## src/rtl/ram2_arbiter.sv

```systemverilog
// Arbiter granting the single RAM2 access engine to either instruction fetch or
// execute, one transaction at a time, with starvation guard and ack timeout.
module ram2_arbiter #(
  parameter int ADDR_W     = 18,
  parameter int DATA_W     = 16,
  parameter int STARVE_MAX = 4,
  parameter int TIMEOUT    = 64
) (
  input  logic              clk,
  input  logic              rst,
  input  logic              if_req,
  input  logic [ADDR_W-1:0] if_addr,
  output logic              if_done,
  output logic [DATA_W-1:0] if_rdata,
  input  logic              exe_req,
  input  logic              exe_we,
  input  logic [ADDR_W-1:0] exe_addr,
  input  logic [DATA_W-1:0] exe_wdata,
  output logic              exe_done,
  output logic [DATA_W-1:0] exe_rdata,
  output logic              mem_req,
  output logic              mem_we,
  output logic [ADDR_W-1:0] mem_addr,
  output logic [DATA_W-1:0] mem_wdata,
  input  logic              mem_ack,
  input  logic [DATA_W-1:0] mem_rdata,
  output logic              stall,
  output logic [1:0]        owner,
  output logic              err
);

  typedef enum logic [1:0] {IDLE, ISSUE, RESP, ERROR} state_t;

  localparam int SW = $clog2(STARVE_MAX + 1);
  localparam int TW = $clog2(TIMEOUT + 1);
  localparam logic [SW-1:0] STARVE_LIM = SW'(STARVE_MAX);
  localparam logic [TW-1:0] TIMER_LAST = TW'(TIMEOUT - 1);

  state_t            state_q, state_d;
  logic              gnt_exe_q;
  logic              we_q;
  logic [1:0]        owner_q;
  logic [SW-1:0]     starve_q;
  logic [TW-1:0]     timer_q;
  logic [ADDR_W-1:0] addr_q;
  logic [DATA_W-1:0] wdata_q;
  logic [DATA_W-1:0] if_rdata_q;
  logic [DATA_W-1:0] exe_rdata_q;
  logic              err_q;
  logic              any_req;
  logic              grant_exe;

  assign any_req = if_req | exe_req;
  // EXE has priority until IF has been passed over STARVE_MAX times in a row.
  assign grant_exe = (exe_req && (starve_q < STARVE_LIM)) || !if_req;

  always_comb begin
    state_d = state_q;
    case (state_q)
      IDLE:    if (any_req) state_d = ISSUE;
      ISSUE: begin
        if (mem_ack)                   state_d = RESP;
        else if (timer_q == TIMER_LAST) state_d = ERROR;
      end
      RESP:    state_d = IDLE;
      ERROR:   state_d = ERROR;
      default: state_d = IDLE;
    endcase
  end

  always_ff @(posedge clk or posedge rst) begin
    if (rst) begin
      state_q     <= IDLE;
      gnt_exe_q   <= 1'b0;
      we_q        <= 1'b0;
      owner_q     <= 2'b00;
      starve_q    <= '0;
      timer_q     <= '0;
      addr_q      <= '0;
      wdata_q     <= '0;
      if_rdata_q  <= '0;
      exe_rdata_q <= '0;
      err_q       <= 1'b0;
    end else begin
      state_q <= state_d;
      case (state_q)
        IDLE: begin
          if (any_req) begin
            gnt_exe_q <= grant_exe;
            owner_q   <= grant_exe ? 2'b10 : 2'b01;
            addr_q    <= grant_exe ? exe_addr : if_addr;
            wdata_q   <= exe_wdata;
            we_q      <= grant_exe & exe_we;
            timer_q   <= '0;
            if (!grant_exe)
              starve_q <= '0;
            else if (if_req && (starve_q < STARVE_LIM))
              starve_q <= starve_q + 1'b1;
          end
        end
        ISSUE: begin
          if (mem_ack) begin
            if (!we_q) begin
              if (gnt_exe_q) exe_rdata_q <= mem_rdata;
              else           if_rdata_q  <= mem_rdata;
            end
          end else begin
            timer_q <= timer_q + 1'b1;
            if (timer_q == TIMER_LAST) err_q <= 1'b1;
          end
        end
        RESP:    owner_q <= 2'b00;
        default: ;
      endcase
    end
  end

  assign mem_req   = (state_q == ISSUE);
  assign mem_we    = mem_req & we_q;
  assign mem_addr  = addr_q;
  assign mem_wdata = wdata_q;
  assign if_done   = (state_q == RESP) & ~gnt_exe_q;
  assign exe_done  = (state_q == RESP) & gnt_exe_q;
  assign if_rdata  = if_rdata_q;
  assign exe_rdata = exe_rdata_q;
  assign owner     = owner_q;
  assign err       = err_q;
  assign stall     = (if_req & ~if_done) | (exe_req & ~exe_done);

endmodule

```

## config.mk

```make
export PLATFORM = sky130hd
export DESIGN_NAME = ram2_arbiter
export DESIGN_NICKNAME = d
export VERILOG_FILES = /design/src/rtl/ram2_arbiter.sv
export SDC_FILE = /design/constraint.sdc
export NUM_CORES = 1
export LEC_CHECK = 0
export ABC_CLOCK_PERIOD_IN_PS = 5100
export CORE_ASPECT_RATIO = 1.4
export CORE_MARGIN = 1
export CORE_UTILIZATION = 27
export CTS_CLUSTER_SIZE = 16
export DETAILED_ROUTE_END_ITERATION = 12
export PLACE_DENSITY = 0.62
export SYNTH_ARGS = -nofsm -noshare
export SYNTH_HDL_FRONTEND = slang
export SYNTH_SLANG_ARGS = --single-unit
```

## constraint.sdc

```tcl
create_clock -name clk -period 5.1 [get_ports clk]
set_clock_uncertainty 0.05 [all_clocks]
set_input_delay 1.02 -clock clk [delete_from_list [all_inputs] [get_ports clk]]
set_output_delay 1.02 -clock clk [all_outputs]
set_load 0.02 [all_outputs]
```

==> flow_metrics.env, run 1 <==
export IMPL_drtPass1Iterations=4
export IMPL_io_pins=148
export IMPL_dieHeight_um=135
export IMPL_grt_overflow=0
export IMPL_cp_required_ns=4.03
export IMPL_drive_above_1_share_pct=19.8
export IMPL_hold_path_class="register to register"
export IMPL_finalCriticalPeriod_ns=3.47
export IMPL_grt_setup_unrepaired="no"
export IMPL_cts_buffer_depth=2
export IMPL_cts_hold_fix_buffers=0
export IMPL_p_sw_share_pct=35.0
export IMPL_maxSlewHeadroom_pct=24.4
export IMPL_vias=2593
export IMPL_cp_max_fo=4
export IMPL_track_usage_pct=13.6
export IMPL_p_seq_share_pct=33.9
export IMPL_clkPwrFrac_pct=19.6
export IMPL_internal_power_mw=2.20
export IMPL_cts_clk_slew_worst_paths_ns=0.06
export IMPL_cts_root_buf="clkbuf_16"
export IMPL_antenna_found_initial=0
export IMPL_worstMarginPinSlew_ns=1.13
export IMPL_clk_latency_ns=0.33
export IMPL_final_common_cell="clkdlybuf4s50_1"
export IMPL_startpoint_type="input pin"
export IMPL_postCtsSetupRepairBufs=0
export IMPL_core_mm2=0.0123
export IMPL_drc=0
export IMPL_ys_warn_count=0
export IMPL_core_rowCount=48
export IMPL_power_share_combinational_pct=46.5
export IMPL_nNetsFinal=469
export IMPL_cap_viol_max_count=0
export IMPL_endpoint_kind="primary output"
export IMPL_ys_async_sr_fraction_pct=100
export IMPL_crit_type="input pin to primary output"
export IMPL_final_cell_mix="clkdlybuf4s50_1, dfrtp_1, mux2_2, and3_1, a221o_1"
export IMPL_htree_num_levels=3
export IMPL_yosys_most_used_dff="dfrtp_1"
export IMPL_ant_nets=0
export IMPL_setup_viol=0
export IMPL_start_util_pct=27.6
export IMPL_report_final_slew_viol_count=0
export IMPL_grt_use_met1_pct=15.4
export IMPL_area_growth_pct=57.3
export IMPL_ys_seq_elements=83
export IMPL_syn_area_per_cell_um2=13.8
export IMPL_grt_util_met3_pct=3.16
export IMPL_synth_area_mm2=0.00340
export IMPL_power_switching_mw=1.18
export IMPL_busiest_layer="met2"
export IMPL_placed_area_mm2=0.00503
export IMPL_dieWidth_um=96.8
export IMPL_grt_pass1_wl_mm=13.9
export IMPL_synth_enable_flop_cells=0
export IMPL_leakage_nw=2.27
export IMPL_finalWorstSetupSlack_ns=1.63
export IMPL_finalCritPeriodShare_pct=68.1
export IMPL_syn_inst=246
export IMPL_arrival_ns=2.40
export IMPL_holdWs_ns=0.422
export IMPL_peakVddDrop_v=0.000229
export IMPL_cts_sinks=83
export IMPL_port_buffers=147
export IMPL_use_met2_pct=23.9
export IMPL_dp_hpwl_mm=6.16
export IMPL_yosys_cell_types_count=38
export IMPL_cts_inserted_buffers=9
export IMPL_setup_tns_ns=0
export IMPL_cts_tree="done"
export IMPL_ys_seq_area_share_pct=61.2
export IMPL_status="finished clean"
export IMPL_power_density_mw_per_mm2=633
export IMPL_grt_max_degree=52
export IMPL_grt_pass1_vias=2780
export IMPL_hold_viol=0
export IMPL_diodes=0
export IMPL_drtIter0Drc=103
export IMPL_wirelength_mm=8.59
export IMPL_routedWlPerCell_um=15.7
export IMPL_routabilityCongestion=0.753
export IMPL_place_ws_ns=1.65
export IMPL_cts_resized=0
export IMPL_dieArea_mm2=0.0130
export IMPL_fmax_mhz=288
export IMPL_design_area_mm2=0.00534
export IMPL_syn_nets=322
export IMPL_total_power_mw=3.38
export IMPL_viasPerCell=4.73
[Yosys cell counts (all sizes together), types with 2 or more instances]
master / instances / share of area, %
a21oi: 6 / 0.88
dfrtp: 83 / 61
or3: 3 / 0.63
nor3b: 3 / 0.66
o21ai: 10 / 1.5
nand2: 4 / 0.44
mux2: 49 / 16
or2: 2 / 0.37
clkbuf: 8 / 0.88
a221o: 18 / 5.3
and3: 18 / 3.3
buf: 6 / 0.88
nand3: 2 / 0.29
ha: 2 / 0.74
nand4b: 2 / 0.52
inv: 5 / 0.55
nor2: 6 / 0.66
[state kept, by name, indices dropped and copies added (netlist names), 2 cells and up]
register   cells
timer_q        7
state_q        2
exe_rdata     16
starve_q       3
mem_wdata     16
if_rdata      16
owner          2
mem_addr      18
[stage by stage]
stage          util (%)  instances
2_1_floorplan         -        246
6_report           43.4        548
4_1_cts            43.4        548
3_5_place_dp       40.9        532
3_3_place_gp       40.9        532
5_1_grt            43.4        548
[cell families after synthesis]
logic type	share of synthesized area, %
XOR/XNOR	0.258
flip-flops	61.2
multiplexers	16.2
buffers and inverters	2.32
AO/OA/AOI/OAI	9.80
AND/OR/NAND/NOR	9.47
adder cells (fa/ha/maj)	0.737
[critical path, cell delays in order]
cell             delay, ns
clkdlybuf4s50_1       0.52
inv_1                 0.07
o21ai_0               0.16
clkdlybuf4s50_1       0.62
[power groups by stage]
stage	Clock, mW	Combinational (mW)	Sequential (mW)
floorplan	0	0.527	1.46
global route	0.708	1.67	1.19
global placement	0	1.57	1.15
finish	0.663	1.57	1.15
detailed placement	0	1.60	1.15
CTS	0.688	1.60	1.15
[layer usage]
metal,vias to the layer above,part of all wire [%]
met1,1286,40
li1,1213,-
met4,0,2.8
met3,16,4.1
met2,78,53
met5,-,0
[area by class of cell]
cell class	count	area, um^2
clock buffer	10	239
clock inverter	6	71.3
fill	1150	6970
inverter	5	20.0
multi-input combinational	144	1250
sequential	83	2080
tap	150	188
timing repair buffer	150	1490
[path summary, 6_finish.rpt]
| kind | start | to | slack (ns) | depth (start not counted) |
|---|---|---|---|---|
| setup / recovery | exe_req | stall | 1.63 | 4 |
| hold / removal | err | err | 0.42 | 1 |
| setup reg to reg | state_q[1] | mem_wdata[6] | 2.79 | 3 |
| hold reg to reg | err | err | 0.42 | 1 |
| max in group asynchronous | rst | state_q[1] | 2.94 | 3 |
| min in group asynchronous | rst | exe_rdata[8] | 1.13 | 2 |
Note: power is estimated with default switching activity, not from simulation.
==> run 2: changes to the inputs <==
- ABC_CLOCK_PERIOD_IN_PS: 5100 -> 3330
- clock period: 5.1 -> 3.33 ns (I/O delays scaled with it)
==> flow_metrics.env, run 2 (synthesized netlist as in run 1, its figures left out) <==
export IMPL_status="finished clean"
export IMPL_power_share_combinational_pct=45.9
export IMPL_r2r_start="state_q[1]"
export IMPL_drtIter0Drc=67
export IMPL_vias=2613
export IMPL_r2r_cells=4
export IMPL_setup_viol=0
export IMPL_drtPass1Iterations=4
export IMPL_final_common_cell="clkdlybuf4s50_1"
export IMPL_final_seq_area_mm2=0.00208
export IMPL_hold_viol=0
export IMPL_cts_resized=0
export IMPL_postCtsSetupRepairBufs=0
export IMPL_cts_buffer_depth=2
export IMPL_fmax_mhz=358
export IMPL_wirelength_mm=8.71
export IMPL_cts_root_buf="clkbuf_16"
export IMPL_io_pins=148
export IMPL_cts_tree="done"
export IMPL_area_growth_pct=59.7
export IMPL_endpoint_kind="primary output"
export IMPL_placed_area_mm2=0.00508
export IMPL_cts_sinks=83
export IMPL_p_seq_share_pct=32.9
export IMPL_viasPerCell=4.73
export IMPL_routabilityCongestion=0.727
export IMPL_grt_setup_unrepaired="no"
export IMPL_dp_hpwl_mm=6.28
export IMPL_power_density_mw_per_mm2=982
export IMPL_largest_reg_flops=18
export IMPL_crit_path_cell_trace="clkdlybuf4s50_1 > inv_1 > o21ai_0 > clkdlybuf4s50_1"
export IMPL_track_usage_pct=13.6
export IMPL_final_cell_mix="clkdlybuf4s50_1, dfrtp_1, mux2_2, and3_1, a221o_1"
export IMPL_nNetsFinal=474
export IMPL_min_from="err"
export IMPL_cp_max_fo=4
export IMPL_ant_nets=0
export IMPL_finalCritPeriodShare_pct=84.0
export IMPL_max_stage_delay_ns=0.63
export IMPL_grt_pass1_wl_mm=14.1
export IMPL_worstMarginPinSlew_ns=0.668
export IMPL_cp_common_cell="clkdlybuf4s50_1"
export IMPL_r2r_end="mem_addr[4]"
export IMPL_cts_hold_fix_buffers=0
export IMPL_core_mm2=0.0123
export IMPL_cap_viol_max_count=0
export IMPL_clk_latency_ns=0.33
export IMPL_antenna_found_initial=0
export IMPL_hold_path_class="register to register"
export IMPL_design_area_mm2=0.00542
export IMPL_grt_max_degree=84
export IMPL_cts_inserted_buffers=9
export IMPL_cts_clk_slew_worst_paths_ns=0.06
export IMPL_grt_overflow=0
export IMPL_peakVddDrop_v=0.000438
export IMPL_routedWlPerCell_um=15.8
export IMPL_dieHeight_um=135
export IMPL_clkPwrFrac_pct=21.2
export IMPL_cp_required_ns=2.61
export IMPL_cp_slowest_cell="clkdlybuf4s50_1"
export IMPL_cp_num_buf_inv=3
export IMPL_maxSlewHeadroom_pct=55.5
export IMPL_multi_input_area_mm2=0.00125
export IMPL_htree_num_levels=3
export IMPL_internal_power_mw=3.51
export IMPL_finalCriticalPeriod_ns=2.80
export IMPL_diodes=0
export IMPL_core_rowCount=48
export IMPL_crit_type="input pin to primary output"
export IMPL_fill_cells=1163
export IMPL_leakage_nw=2.31
export IMPL_min_path_cells=1
export IMPL_power_switching_mw=1.81
export IMPL_cpLargestDelayFamily="buffers and inverters"
export IMPL_whs_endpoint="err"
export IMPL_report_final_slew_viol_count=0
export IMPL_dieArea_mm2=0.0130
export IMPL_startpoint_type="input pin"
export IMPL_setup_tns_ns=0
export IMPL_r2r_slack_ns=1.32
export IMPL_grt_pass1_vias=2773
export IMPL_p_sw_share_pct=34.0
export IMPL_start_util_pct=27.6
export IMPL_dieWidth_um=96.8
export IMPL_drc=0
export IMPL_arrival_ns=2.08
export IMPL_drive_above_1_share_pct=20.6
export IMPL_port_buffers=147
==> run 2: per-stage QoR <==
stage	std cells	power [mW]	worst slack [ns]	util, %	hold WS, ns
6_report	552	5.32	0.534	44.0	0.426
5_1_grt	552	5.60	0.484	44.0	0.463
3_5_place_dp	537	4.24	0.537	41.3	0.414
3_3_place_gp	537	4.19	0.558	41.3	0.405
4_1_cts	552	5.40	0.513	44.0	0.432
2_1_floorplan	246	3.03	0.477	-	0.460
==> run 2: worst max-delay path by stage <==
stage | start | endpoint | slack (ns) | depth (start not counted)
6_report | exe_req | stall | 0.53 | 4
5_1_grt | exe_req | stall | 0.48 | 4
2_1_floorplan | rst | err | 0.48 | 1
3_3_place_gp | exe_req | stall | 0.56 | 4
4_1_cts | exe_req | stall | 0.51 | 4
3_5_place_dp | exe_req | stall | 0.54 | 4
==> run 2: cell type report <==
| type | instances | share of cell area, % |
|---|---|---|
| multi-input combinational | 144 | 23.1 |
| clock buffer | 9 | 4.15 |
| timing repair buffer | 155 | 28.5 |
| inverter | 5 | 0.369 |
| clock inverter | 6 | 2.12 |
| sequential | 83 | 38.3 |
| tap | 150 | 3.46 |
==> run 2: power groups by stage <==
stage                     combinational (mW)  sequential, mW  clock (mW)
after global placement                  2.44            1.75           0
after CTS                               2.48            1.76        1.16
after global routing                    2.59            1.81        1.20
after floorplan                        0.807            2.23           0
final                                   2.44            1.75        1.13
after detailed placement                2.47            1.77           0
==> run 2: per-layer routing <==
layer	up-vias	GRT usage (%)	routed length (um)
met5	-	0	0
met4	0	6.88	246
met3	13	2.95	330
met2	79	23.6	4600
met1	1299	16.0	3520
li1	1222	-	-
